--- src/rtl/decode_instr_queue_pkg.sv ---
// Shared configuration for the decode instruction queue: default sizes and packet layout.
package decode_instr_queue_pkg;

  localparam int I_SIZE             = 32;
  localparam int DECODE_QUEUE_DEPTH = 4;
  localparam int DECODE_QUEUE_IMM_W = I_SIZE - 16;

  // Packet is {instr_l, imm, jmp_pred}; every concatenation uses this width.
  function automatic int pkt_width(input int instr_w, input int imm_w);
    return instr_w + imm_w + 1;
  endfunction

endpackage

--- src/rtl/decode_queue_mem.sv ---
// Packet storage for the decode queue: one write port, one asynchronous read port, no reset.
module decode_queue_mem #(
  parameter int DEPTH = 4,
  parameter int WIDTH = 33,
  localparam int ADDR_W = $clog2(DEPTH)
) (
  input  logic              clk,
  input  logic              we,
  input  logic [ADDR_W-1:0] waddr,
  input  logic [WIDTH-1:0]  wdata,
  input  logic [ADDR_W-1:0] raddr,
  output logic [WIDTH-1:0]  rdata
);

  logic [WIDTH-1:0] mem [DEPTH];

  always_ff @(posedge clk) begin
    if (we) mem[waddr] <= wdata;
  end

  assign rdata = mem[raddr];

endmodule

--- src/rtl/decode_instr_queue.sv ---
// Multi-entry in-order instruction queue between fetch and decode.
// Optional same-cycle bypass when empty is enabled by DECODE_QUEUE_BYPASS_EN.
module decode_instr_queue
  import decode_instr_queue_pkg::*;
#(
  parameter int DEPTH   = DECODE_QUEUE_DEPTH,
  parameter int INSTR_W = 16,
  parameter int IMM_W   = DECODE_QUEUE_IMM_W,
  localparam int CNT_W  = $clog2(DEPTH + 1)
) (
  input  logic               i_clk,
  input  logic               i_rst,
  input  logic [INSTR_W-1:0] i_instr_l,
  input  logic [IMM_W-1:0]   i_imm_pass,
  input  logic               i_jmp_pred_pass,
  input  logic               i_submit,
  output logic               o_ready,
  input  logic               i_next_ready,
  output logic               o_submit,
  output logic [INSTR_W-1:0] o_instr_l,
  output logic [IMM_W-1:0]   o_imm_pass,
  output logic               o_jmp_pred_pass,
  input  logic               i_flush,
  output logic [CNT_W-1:0]   o_count,
  output logic               o_overflow
);

  localparam int PTR_W = $clog2(DEPTH);
  localparam int PKT_W = pkt_width(INSTR_W, IMM_W);
  localparam logic [CNT_W-1:0] FULL_CNT = CNT_W'(DEPTH);

  logic [PTR_W-1:0] wr_ptr;
  logic [PTR_W-1:0] rd_ptr;
  logic [PKT_W-1:0] in_pkt;
  logic [PKT_W-1:0] head_pkt;
  logic             full;
  logic             empty;
  logic             push;
  logic             pop;
  logic             store;

  assign in_pkt  = {i_instr_l, i_imm_pass, i_jmp_pred_pass};
  assign full    = (o_count == FULL_CNT);
  assign empty   = (o_count == '0);
  assign o_ready = ~full;
  assign push    = i_submit & ~full & ~i_flush;
  assign pop     = ~empty & i_next_ready & ~i_flush;

`ifdef DECODE_QUEUE_BYPASS_EN
  // An empty queue with a ready consumer forwards the incoming packet without storing it.
  logic bypass;
  assign bypass = empty & i_submit & i_next_ready & ~i_flush;
  assign store  = push & ~bypass;
`else
  assign store  = push;
`endif

  decode_queue_mem #(
    .DEPTH (DEPTH),
    .WIDTH (PKT_W)
  ) u_mem (
    .clk   (i_clk),
    .we    (store),
    .waddr (wr_ptr),
    .wdata (in_pkt),
    .raddr (rd_ptr),
    .rdata (head_pkt)
  );

  always_ff @(posedge i_clk) begin
    if (i_rst) begin
      wr_ptr     <= '0;
      rd_ptr     <= '0;
      o_count    <= '0;
      o_submit   <= 1'b0;
      o_overflow <= 1'b0;
    end else begin
      o_submit <= 1'b0;
      if (i_submit & full) o_overflow <= 1'b1;
      if (i_flush) begin
        wr_ptr  <= '0;
        rd_ptr  <= '0;
        o_count <= '0;
      end else begin
        if (store) wr_ptr <= wr_ptr + 1'b1;
        if (pop) rd_ptr <= rd_ptr + 1'b1;
        if (store & ~pop) o_count <= o_count + 1'b1;
        else if (~store & pop) o_count <= o_count - 1'b1;
        if (pop) o_submit <= 1'b1;
`ifdef DECODE_QUEUE_BYPASS_EN
        if (bypass) o_submit <= 1'b1;
`endif
      end
    end
  end

  // Output data registers hold between pops and carry no reset.
  always_ff @(posedge i_clk) begin
    if (pop) begin
      {o_instr_l, o_imm_pass, o_jmp_pred_pass} <= head_pkt;
`ifdef DECODE_QUEUE_BYPASS_EN
    end else if (bypass) begin
      {o_instr_l, o_imm_pass, o_jmp_pred_pass} <= in_pkt;
`endif
    end
  end

endmodule
--- config.mk ---
export PLATFORM = sky130hd
export DESIGN_NAME = decode_instr_queue
export DESIGN_NICKNAME = d
export VERILOG_FILES = /design/src/rtl/decode_instr_queue_pkg.sv /design/src/rtl/decode_queue_mem.sv /design/src/rtl/decode_instr_queue.sv
export SDC_FILE = /design/constraint.sdc
export NUM_CORES = 1
export LEC_CHECK = 0
export BUFFER_PORTS_ARGS = -buffer_cell sky130_fd_sc_hd__clkbuf_2
export CORE_UTILIZATION = 61
export DETAILED_ROUTE_END_ITERATION = 16
export PLACE_DENSITY = 0.83
export SLEW_MARGIN = 20
export SYNTH_ARGS = -nofsm -noshare
export SYNTH_HDL_FRONTEND = slang
export SYNTH_SLANG_ARGS = --single-unit
--- constraint.sdc ---
create_clock -name i_clk -period 3.5 [get_ports i_clk]
set_input_delay 0.175 -clock i_clk [delete_from_list [all_inputs] [get_ports i_clk]]
set_output_delay 0.175 -clock i_clk [all_outputs]
set_load 0.05 [all_outputs]
==> flow_summary.ini <==
[timing]
period_share_pct = 68.18
min_period_ps = 2386
setup_viol = 0
fin_ws_ps = 1114
finalMaxSlewViolations = 0
finalSetupTns_ps = 0
fmax_mhz = 419.1
rsz0062_at_grt = no
tightest_slew_ps = 918.2
hold_viol = 0
clock-skew-final_ps = 9.042
relSlewSlack_pct = 38.79

[grt]
antenna_found_initial = 0
grtUsageTotal_pct = 24.12
grt_pass1_vias = 3128
grt_max_degree = 36
grt_overflow = 0
grt_pass1_wl_mm = 17.21

[drt]
dr.pass1.iters = 4
drc = 0
final_antenna_net_count = 0
dr.first_iter.drc_count = 135
wire_per_inst_um = 21.86
wl_mm = 11.63
vias = 3001
via_per_inst = 5.641

[clocking]
clockBufferDepth = 2
post_cts_buffers = 0
cts_buffers = 17
clk_latency_ps = 540
cts_tree = built
htree_levels = 4
cts_root_buf = clkbuf_8
cts.sink_count = 174
cts.clk_slew.worst_paths_ps = 70
cts_resized = 0

[yosys]
yosys_warnings = 0
synth_fa_ha_area_share_pct = 1.318
synthMuxAreaShare_pct = 12.18
synth-compound-area-share_pct = 0.8388
synth_most_common_cell = edfxtp_1
synth-xor-area-share_pct = 0.2796
synth.avg_cell_area_um2 = 23.91
yosysSeqAreaShare_pct = 81.97
yosys.area_share.simple_pct = 2.217
syn-cell-area_mm2 = 0.006265
synth_cells = 262
synth_top_family_by_area = multiplexers
synth-seq-cells = 174
async_flop_share_pct = 0
synthFlopType = edfxtp_1
synth_edf_count = 165
netlist.top_cell.by_area = edfxtp_1
synth_common_cells = edfxtp_1 (165), mux4_2 (33), dfxtp_1 (9)
synth.distinct_cells = 33
syn_nets = 306
yosys-top-cells-area = edfxtp_1 (79%), mux4_2 (12%), dfxtp_1 (2.9%), ha_1 (1.0%), and3_2 (0.48%)
yosys.area.top_type_share_pct = 79.09

[floorplanning]
die_w_um = 103.3
core_mm2 = 0.009864
fp.dieH_um = 103.3
dieArea_mm2 = 0.01068
start_util_pct = 63.51
io_pins = 77
row_count = 36

[pwr]
swShare_pct = 21.80
p_switching_uw = 957.3
pwr-share-comb_pct = 4.7
power_mw = 4.391
ir_drop_mv = 0.3362
leakage_nw = 2.645
p_int_mw = 3.433
power_frac_seq_pct = 53.2
pwr-share-clk_pct = 42.1
powerDensity_mw_per_mm2 = 569.2

[cells_and_area]
layout.nets = 430
antenna_cells = 0
area_growth_pct = 23.13
drive_above_1_share_pct = 38.85
postLayoutCellArea_mm2 = 0.007714

[hold_path]
hp-class = primary input to register

[worst_setup_path]
arrival_ps = 2850
worst_setup_path_start_kind = register
critPathKind = register to register
crit_fanout = 9
cp_data_required_time_ps = 3970
worst_setup_path_end_kind = register

[outcome]
outcome = complete, no violations

[placement]
pre_cts_ws_ps = 1132
numPortBuffers = 76
dp_hpwl_mm = 5.475
gp_congestion = 0.7771
dpl_cell_area_mm2 = 0.006769

[job]
cap_violations = 0
metrics by stage:
stage / utilization [%] / hold WS, ps / instances
2_1_floorplan: - / 247.4 / 262
3_3_place_gp: 68.62 / 389.8 / 463
3_5_place_dp: 68.62 / 397.2 / 463
4_1_cts: 78.20 / 98.55 / 532
5_1_grt: 78.20 / 134.3 / 532
6_report: 78.20 / 122.0 / 532
flip-flops by register name (all words and copies together) (netlist names), 2 cells and up:
register    cells
o_count         3
o_imm_pass     16
o_instr_l      16
rd_ptr          2
u_mem.mem     132
wr_ptr          2
cells by family after synthesis:
logic type,Yosys count
AOI/OAI and AO/OA,8
xor gates and xnor gates,2
adders and majority gates,6
buffers and inverters,14
DFF,174
muxes,35
and+or+nand+nor,23
power by group through the flow:
| stage | registers, mW | logic [mW] | clock network [mW] |
|---|---|---|---|
| after global placement | 2.38 | 0.163 | 0 |
| after global routing | 2.34 | 0.219 | 1.94 |
| final | 2.34 | 0.205 | 1.85 |
| after floorplan | 2.41 | 0.0674 | 0 |
| after CTS | 2.34 | 0.205 | 1.86 |
| after detailed placement | 2.38 | 0.168 | 0 |
layout by cell type, fill, tap and decap left out, types with 2 or more instances in the layout:
master,synthesis,layout
ha_1,5,5
clkinv_2,0,4
clkbuf_2,1,76
xor2_1,2,2
dlygate4sd3_1,0,37
dfxtp_1,9,7
o21ai_0,2,2
and3_2,4,4
a21oi_1,3,3
or3_1,2,2
nor2_1,6,6
clkinv_4,0,2
inv_1,4,3
clkbuf_16,0,16
inv_6,0,5
dfxtp_2,0,2
buf_4,3,2
bufinv_16,0,2
mux4_2,33,33
edfxtp_1,165,165
mux2i_1,2,2
final timing paths:
kind / startpoint / to / slack [ps] / cells past startpoint
setup reg to reg: o_count[0]$_SDFFE_PP0P_ / o_count[2]$_SDFFE_PP0P_ / 1110 / 8
setup / recovery: o_count[0]$_SDFFE_PP0P_ / o_count[2]$_SDFFE_PP0P_ / 1110 / 8
hold / removal: i_submit / wr_ptr[0]$_SDFFE_PP0P_ / 120 / 4
hold reg to reg: o_count[2]$_SDFFE_PP0P_ / o_count[2]$_SDFFE_PP0P_ / 570 / 2
area by class of cell:
cell class	instances	area (um2)
Timing Repair Buffer	115	765.7
Clock inverter	15	160.2
Inverter	4	15.01
Sequential cell	174	5137
Clock buffer	17	414.1
Fill cell	516	2151
Multi-Input combinational cell	74	1055
Tap cell	133	166.4
metal layers:
metal	part of all wire [%]	track usage, %
met3	5.7	7.661
met2	53	39.68
met5	0	0
met4	2.2	10.51
met1	40	29.76
what timing repair did:
action / CTS / global route
hold buffers: 37 / 0
hold endpoints to repair: 136 / 0
endpoints found under the setup margin: 0 / 0
critical path, cell delays in order (launching register included):
cell,delay (ps)
dfxtp_1,450
or3b_1,290
and2_4,200
ha_1,200
inv_1,70
fa_1,370
xor2_1,150
or3_2,400
a21oi_1,160
Power figures use the tool's default switching activity.
